<file path="src/rtl/seq_alu_if.sv">
// seq_alu operand/result bus: valid/ready handshake on both sides.
// master drives operands and out_ready; slave is the ALU.
interface seq_alu_if #(
    parameter int WIDTH = 64
);
    logic             in_valid;
    logic             in_ready;
    logic [WIDTH-1:0] A;
    logic [WIDTH-1:0] B;
    logic [2:0]       cntrl;
    logic             out_valid;
    logic             out_ready;
    logic [WIDTH-1:0] result;
    logic             negative;
    logic             zero;
    logic             overflow;
    logic             carry_out;

    modport master (
        output in_valid, A, B, cntrl, out_ready,
        input  in_ready, out_valid, result,
        input  negative, zero, overflow, carry_out
    );

    modport slave (
        input  in_valid, A, B, cntrl, out_ready,
        output in_ready, out_valid, result,
        output negative, zero, overflow, carry_out
    );
endinterface

</file>
<file path="src/rtl/seq_alu.sv">
// Registered multi-cycle ALU with valid/ready handshakes.
// SEQ_ALU_MUL_EN builds the iterative shift-add multiplier for op 111.
module seq_alu #(
    parameter int WIDTH = 64
) (
    input logic    clk,
    input logic    rst_n,
    seq_alu_if.slave bus
);
    localparam int SHW = $clog2(WIDTH);

`ifdef SEQ_ALU_MUL_EN
    localparam logic [2:0] OP_MUL = 3'b111;
    typedef enum logic [1:0] {IDLE, MUL, DONE} state_t;
`else
    typedef enum logic [1:0] {IDLE, DONE} state_t;
`endif

    state_t           state, next;
    logic             alive;
    logic             rdy;
    logic             load_alu;
    logic             vld_q;
    logic [WIDTH-1:0] res_q;
    logic             neg_q, zero_q, ovf_q, co_q;

    logic [WIDTH-1:0] bop;
    logic             cin;
    logic [WIDTH:0]   sum;
    logic [WIDTH-1:0] alu_res;
    logic             alu_ovf, alu_co;

`ifdef SEQ_ALU_MUL_EN
    logic             load_mul, mul_fin;
    logic [WIDTH-1:0] mcand, mplier, acc, acc_nxt;
    logic [SHW-1:0]   count;

    assign acc_nxt = acc + (mplier[0] ? mcand : '0);
`endif

    always_comb begin
        bop     = bus.B;
        cin     = 1'b0;
        alu_res = '0;
        alu_ovf = 1'b0;
        alu_co  = 1'b0;
        if (bus.cntrl == 3'b011) begin
            bop = ~bus.B;
            cin = 1'b1;
        end
        sum = {1'b0, bus.A} + {1'b0, bop} + {{WIDTH{1'b0}}, cin};
        unique case (bus.cntrl)
            3'b000: alu_res = bus.B;
            3'b001: alu_res = bus.A << bus.B[SHW-1:0];
            3'b010, 3'b011: begin
                alu_res = sum[WIDTH-1:0];
                alu_co  = sum[WIDTH];
                alu_ovf = (bus.A[WIDTH-1] == bop[WIDTH-1]) &&
                          (sum[WIDTH-1] != bus.A[WIDTH-1]);
            end
            3'b100: alu_res = bus.A & bus.B;
            3'b101: alu_res = bus.A | bus.B;
            3'b110: alu_res = bus.A ^ bus.B;
            default: alu_res = bus.B;
        endcase
    end

    always_comb begin
        next     = state;
        rdy      = 1'b0;
        load_alu = 1'b0;
`ifdef SEQ_ALU_MUL_EN
        load_mul = 1'b0;
        mul_fin  = 1'b0;
`endif
        unique case (1'b1)
            (state == IDLE): rdy = alive;
`ifdef SEQ_ALU_MUL_EN
            (state == MUL): begin
                if (count == SHW'(WIDTH - 1)) begin
                    next    = DONE;
                    mul_fin = 1'b1;
                end
            end
`endif
            (state == DONE): begin
                rdy = bus.out_ready;
                if (bus.out_ready) next = IDLE;
            end
            default: next = IDLE;
        endcase
        if (bus.in_valid && rdy) begin
`ifdef SEQ_ALU_MUL_EN
            if (bus.cntrl == OP_MUL) begin
                next     = MUL;
                load_mul = 1'b1;
            end else begin
                next     = DONE;
                load_alu = 1'b1;
            end
`else
            next     = DONE;
            load_alu = 1'b1;
`endif
        end
    end

    always_ff @(posedge clk or negedge rst_n) begin
        if (!rst_n) begin
            state  <= IDLE;
            alive  <= 1'b0;
            vld_q  <= 1'b0;
            res_q  <= '0;
            neg_q  <= 1'b0;
            zero_q <= 1'b0;
            ovf_q  <= 1'b0;
            co_q   <= 1'b0;
`ifdef SEQ_ALU_MUL_EN
            mcand  <= '0;
            mplier <= '0;
            acc    <= '0;
            count  <= '0;
`endif
        end else begin
            state <= next;
            alive <= 1'b1;
            vld_q <= (next == DONE);
            if (load_alu) begin
                res_q  <= alu_res;
                neg_q  <= alu_res[WIDTH-1];
                zero_q <= (alu_res == '0);
                ovf_q  <= alu_ovf;
                co_q   <= alu_co;
            end
`ifdef SEQ_ALU_MUL_EN
            if (load_mul) begin
                mcand  <= bus.A;
                mplier <= bus.B;
                acc    <= '0;
                count  <= '0;
            end else if (state == MUL) begin
                mcand  <= mcand << 1;
                mplier <= mplier >> 1;
                acc    <= acc_nxt;
                count  <= count + 1'b1;
            end
            if (mul_fin) begin
                res_q  <= acc_nxt;
                neg_q  <= acc_nxt[WIDTH-1];
                zero_q <= (acc_nxt == '0);
                ovf_q  <= 1'b0;
                co_q   <= 1'b0;
            end
`endif
        end
    end

    assign bus.in_ready  = rdy;
    assign bus.out_valid = vld_q;
    assign bus.result    = res_q;
    assign bus.negative  = neg_q;
    assign bus.zero      = zero_q;
    assign bus.overflow  = ovf_q;
    assign bus.carry_out = co_q;
endmodule

</file>
<file path="src/flat_wrapper.sv">
// flat-port wrapper written by rule: the top's interface ports become plain ports
module seq_alu_flat 
#(
    parameter int WIDTH = 64
)
  (clk, rst_n, bus_in_valid, bus_A, bus_B, bus_cntrl, bus_out_ready, bus_in_ready, bus_out_valid, bus_result, bus_negative, bus_zero, bus_overflow, bus_carry_out);
  seq_alu_if #(.WIDTH(WIDTH)) bus_i ();
  input logic clk;
  input logic rst_n;
  input wire logic [$bits(bus_i.in_valid)-1:0] bus_in_valid;
  input wire logic [$bits(bus_i.A)-1:0] bus_A;
  input wire logic [$bits(bus_i.B)-1:0] bus_B;
  input wire logic [$bits(bus_i.cntrl)-1:0] bus_cntrl;
  input wire logic [$bits(bus_i.out_ready)-1:0] bus_out_ready;
  output wire logic [$bits(bus_i.in_ready)-1:0] bus_in_ready;
  output wire logic [$bits(bus_i.out_valid)-1:0] bus_out_valid;
  output wire logic [$bits(bus_i.result)-1:0] bus_result;
  output wire logic [$bits(bus_i.negative)-1:0] bus_negative;
  output wire logic [$bits(bus_i.zero)-1:0] bus_zero;
  output wire logic [$bits(bus_i.overflow)-1:0] bus_overflow;
  output wire logic [$bits(bus_i.carry_out)-1:0] bus_carry_out;
  assign bus_i.in_valid = bus_in_valid;
  assign bus_i.A = bus_A;
  assign bus_i.B = bus_B;
  assign bus_i.cntrl = bus_cntrl;
  assign bus_i.out_ready = bus_out_ready;
  assign bus_in_ready = bus_i.in_ready;
  assign bus_out_valid = bus_i.out_valid;
  assign bus_result = bus_i.result;
  assign bus_negative = bus_i.negative;
  assign bus_zero = bus_i.zero;
  assign bus_overflow = bus_i.overflow;
  assign bus_carry_out = bus_i.carry_out;
  seq_alu #(.WIDTH(WIDTH)) u_core (.clk(clk), .rst_n(rst_n), .bus(bus_i));
endmodule
</file>
<file path="config.mk">
export PLATFORM = sky130hd
export DESIGN_NAME = seq_alu_flat
export DESIGN_NICKNAME = d
export VERILOG_FILES = /design/src/rtl/seq_alu_if.sv /design/src/rtl/seq_alu.sv /design/src/flat_wrapper.sv
export SDC_FILE = /design/constraint.sdc
export NUM_CORES = 1
export LEC_CHECK = 0
export ABC_AREA = 1
export CELL_PAD_IN_SITES_DETAIL_PLACEMENT = 0
export CELL_PAD_IN_SITES_GLOBAL_PLACEMENT = 1
export CORE_AREA = 4 4 207 209
export CTS_BUF_LIST = sky130_fd_sc_hd__clkbuf_2
export DETAILED_ROUTE_END_ITERATION = 8
export DIE_AREA = 0 0 211 213
export PLACE_DENSITY_LB_ADDON = 0.1
export SLEW_MARGIN = 20
export SYNTH_ARGS = -nofsm -noshare
export SYNTH_HDL_FRONTEND = slang
export SYNTH_SLANG_ARGS = --single-unit
</file>
<file path="constraint.sdc">
create_clock -name clk -period 4.9 [get_ports clk]
set_input_delay 0.98 -clock clk [delete_from_list [all_inputs] [get_ports clk]]
set_output_delay 0.98 -clock clk [all_outputs]
set_load 0.03 [all_outputs]
</file>
==> results of run 1 <==
per-layer routing:
metal  up-vias  GRT usage [%]
li1      10900              -
met5         -              0
met4         4           17.0
met2      1601           59.0
met3       266           9.89
met1     11000           57.4
cells by family (layout without fill, tap and decap cells):
| kind of cell | count (synthesis) | in the layout | share of synthesized area [%] |
|---|---|---|---|
| compound gates | 390 | 390 | 12.8 |
| other cells | 2 | 7 | 0.0429 |
| simple gates | 1908 | 1908 | 46.5 |
| xor+xnor | 65 | 65 | 3.25 |
| buf+inv | 554 | 845 | 12.8 |
| fa+ha+maj | 202 | 202 | 14.5 |
| flops | 71 | 71 | 10.1 |
cells in the mapped netlist (all sizes together):
| master | count |
|---|---|
| nor3 | 14 |
| a22o | 9 |
| a2111oi | 1 |
| o22ai | 1 |
| nor4 | 4 |
| o311ai | 1 |
| clkinv | 3 |
| o2111ai | 10 |
| nand4 | 38 |
| a21boi | 3 |
| a21oi | 112 |
| a221oi | 14 |
| a31oi | 2 |
| nand3 | 503 |
| buf | 98 |
| a21o | 3 |
| or2 | 12 |
| nand2 | 1098 |
| nor2 | 212 |
| dfrtp | 71 |
| conb | 2 |
| xor2 | 64 |
| o21bai | 9 |
| o21a | 5 |
| and3 | 1 |
| o41ai | 1 |
| o21ai | 178 |
| o211ai | 14 |
| fa | 1 |
| nand3b | 21 |
| clkbuf | 43 |
| ha | 201 |
| xnor2 | 1 |
| inv | 410 |
| nor3b | 1 |
| a211oi | 24 |
| and2 | 4 |
| o31ai | 3 |
worst paths after layout:
check,endpoint,slack [ps],cells past startpoint,startpoint
worst max-delay path,u_core.bus.zero$_DFFE_PN0P_,140,25,bus_cntrl[1]
worst min-delay path,u_core.state[0]$_DFF_PN0_,480,1,rst_n
worst max register to register,u_core.bus.zero$_DFFE_PN0P_,1770,16,u_core.state[0]$_DFF_PN0_
worst min register to register,u_core.state[0]$_DFF_PN0_,490,1,u_core.state[1]$_DFF_PN0_
max in group asynchronous,u_core.bus.result[39]$_DFFE_PN0P_,3760,1,rst_n
min in group clk,u_core.state[0]$_DFF_PN0_,490,1,u_core.state[1]$_DFF_PN0_
critical path, delay by kind of cell:
kind                     cells  cell delay [ps]
AND/OR/NAND/NOR             18             2610
buffers and inverters        5             1090
adder cells (fa/ha/maj)      1              380
XOR/XNOR                     1              160
sequential cells by signal, summed over array words and instances (netlist names):
| register | cells |
|---|---|
| u_core.bus.out_valid | 1 |
| u_core.state | 2 |
| u_core.bus.result | 63 |
| u_core.bus.zero | 1 |
| u_core.alive | 1 |
| u_core.bus.overflow | 1 |
| u_core.bus.negative | 1 |
| u_core.bus.carry_out | 1 |
stage by stage:
step	TNS, ps	std cells
finish	0	4020
global route	0	4016
CTS	0	4015
detailed placement	-187	3999
global placement	-208	3999
floorplan	0	3192
power groups by stage:
stage / clock (mW) / sequential [mW] / combinational (mW)
CTS: 0.416 / 0.796 / 3.20
detailed placement: 0 / 0.808 / 3.18
finish: 0.408 / 0.798 / 3.31
floorplan: 0 / 1.07 / 1.47
global placement: 0 / 0.805 / 3.17
global route: 0.443 / 0.813 / 3.51
layout make-up:
cell class | instances | area, sq um
timing repair buffer | 416 | 3740
antenna | 5 | 12.5
sequential | 71 | 1780
clock inverter | 6 | 95.1
clock buffer | 10 | 50.0
tap | 532 | 666
inverter | 413 | 1550
fill | 4331 | 19400
multi-input combinational | 2567 | 13500
placed cells by master (no fill, tap or decap), types with 5 or more instances in the layout:
cell / synthesis / routed
a211oi_1: 24 / 24
a21oi_1: 112 / 112
a221oi_1: 14 / 14
a22o_1: 9 / 9
buf_12: 0 / 11
buf_2: 56 / 5
buf_4: 9 / 202
clkbuf_2: 0 / 10
clkdlybuf4s50_1: 0 / 198
dfrtp_1: 71 / 71
diode_2: 0 / 5
ha_1: 201 / 201
inv_1: 403 / 399
inv_2: 7 / 10
nand2_1: 1086 / 1085
nand2_2: 11 / 12
nand3_1: 490 / 488
nand3_2: 13 / 14
nand3b_1: 21 / 21
nand4_1: 38 / 38
nor2_1: 211 / 210
nor3_1: 14 / 14
o2111ai_1: 10 / 10
o211ai_1: 14 / 14
o21a_1: 5 / 5
o21ai_0: 162 / 162
o21ai_1: 15 / 15
o21bai_1: 9 / 9
or2_2: 11 / 11
xor2_1: 64 / 64
==> flow_summary.toml, run 1 <==
[drt]
drtPass1Iterations = 9
top_layer_used = "met5"
routed_wl_mm = 96.0
antenna_left = 0
vias = 23800
wl_met3_mm = 12.7
viasPerCell = 5.92
drc = 10
dr_wl_met2_mm = 38.7
post_drt_wl_per_cell_um = 23.9
wirelength_met1_mm = 39.3
drtIter0Drc = 4061

[clocking]
clockRootBuffer = "clkbuf_2"
clk_pin_slew_ps = 250
cts.sinks = 71
cts_tree = "done"
insertion_delay_ps = 570
cts_inserted_buffers = 9
cts_hold_buf = 0
cts-resized-gates = 0
cts_max_level = 3
post_cts_buffers = 0
cts_max_path_buffers = 2

[worst_hold_path]
min_path_type = "input pin to async pin"

[synthesis]
avgSynthCellArea_sq_um = 5.49
ys_ff_latch = 71
yosysTopAreaCell = "nand2_1"
synth_top_area_share_pct = 23.3
yosysWarnings = 0
synth_nets = 3529
syn_area_sq_um = 17500
ys_seq_area_share_pct = 10.1
syn_inst = 3192
synth_area_leaders = "nand2_1 23%, ha_1 14%, nand3_1 14%"
synth.distinct_cells = 49

[floorplan]
initial_utilization_pct = 42.9
dieWidth_um = 211
die_h_um = 213
rows = 74
pin_count = 205
coreArea_sq_um = 40800
die_area_sq_um = 44900

[worst_setup_path]
crit_top_cell = "nand2_1"
slowest_stage = "clkdlybuf4s50_1"
crit_path_max_incr_delay_ps = 540
crit_type = "input pin to flip-flop"
cp_max_fo = 14
crit_arrival_ps = 5240
critPathCaptureType = "flip-flop"
worst_setup_path_start_kind = "input pin"
worst_ep_required_time_ps = 5390

[power_and_ir_drop]
swShare_pct = 54.6
leakage_nw = 11.4
p_seq_share_pct = 17.7
p_int_mw = 2.05
combPwrFrac_pct = 73.3
power.density_nw_per_um2 = 211
pwr-share-clk_pct = 9.0
p_total_mw = 4.52
p_switching_mw = 2.46
vdd_ir_drop_max_uv = 202

[timing]
rsz0062_at_grt = "no"
min_period_ps = 4760
worst_slack_ps = 145
max_slew_margin_pct = 38.8
period_share_pct = 97.0
drv_slew = 0
timing.fmax_mhz = 210
setup_viol = 0
worst_pin_slew_ps = 917
skew_ps = 44.2
report.final.hold_viol_count = 0
whs_ps = 480

[global_routing]
grt_pass1_wl_mm = 137
antenna_found_initial = 6
grt_pass1_vias = 21500
overflow = 0
grt_usage_pct = 40.6
grt_start_max_net_pins = 117

[run]
drv_cap = 0

[final_layout]
post-route-util_pct = 52.5
areaGrowthSynthToFinish_pct = 22.3
fin_nets = 3815
layout-drive-gt1-share_pct = 8.24
fin_area_sq_um = 21400

[placed_design]
place_hpwl_mm = 79.9
dpl_cell_area_sq_um = 21300
dp_slack_ps = -187
place.port_buffers = 204
place.gp.congestion = 1.07

[outcome]
violations = "design-rule violations"
outcome = "finished, violations left"
Power figures use the tool's default switching activity.
==> run 2, diff against run 1 <==
Settings changed: SKIP_CTS_REPAIR_TIMING set to 1.
==> results of run 2 <==
Final layout, timing and power as in run 1 (identical DEF).
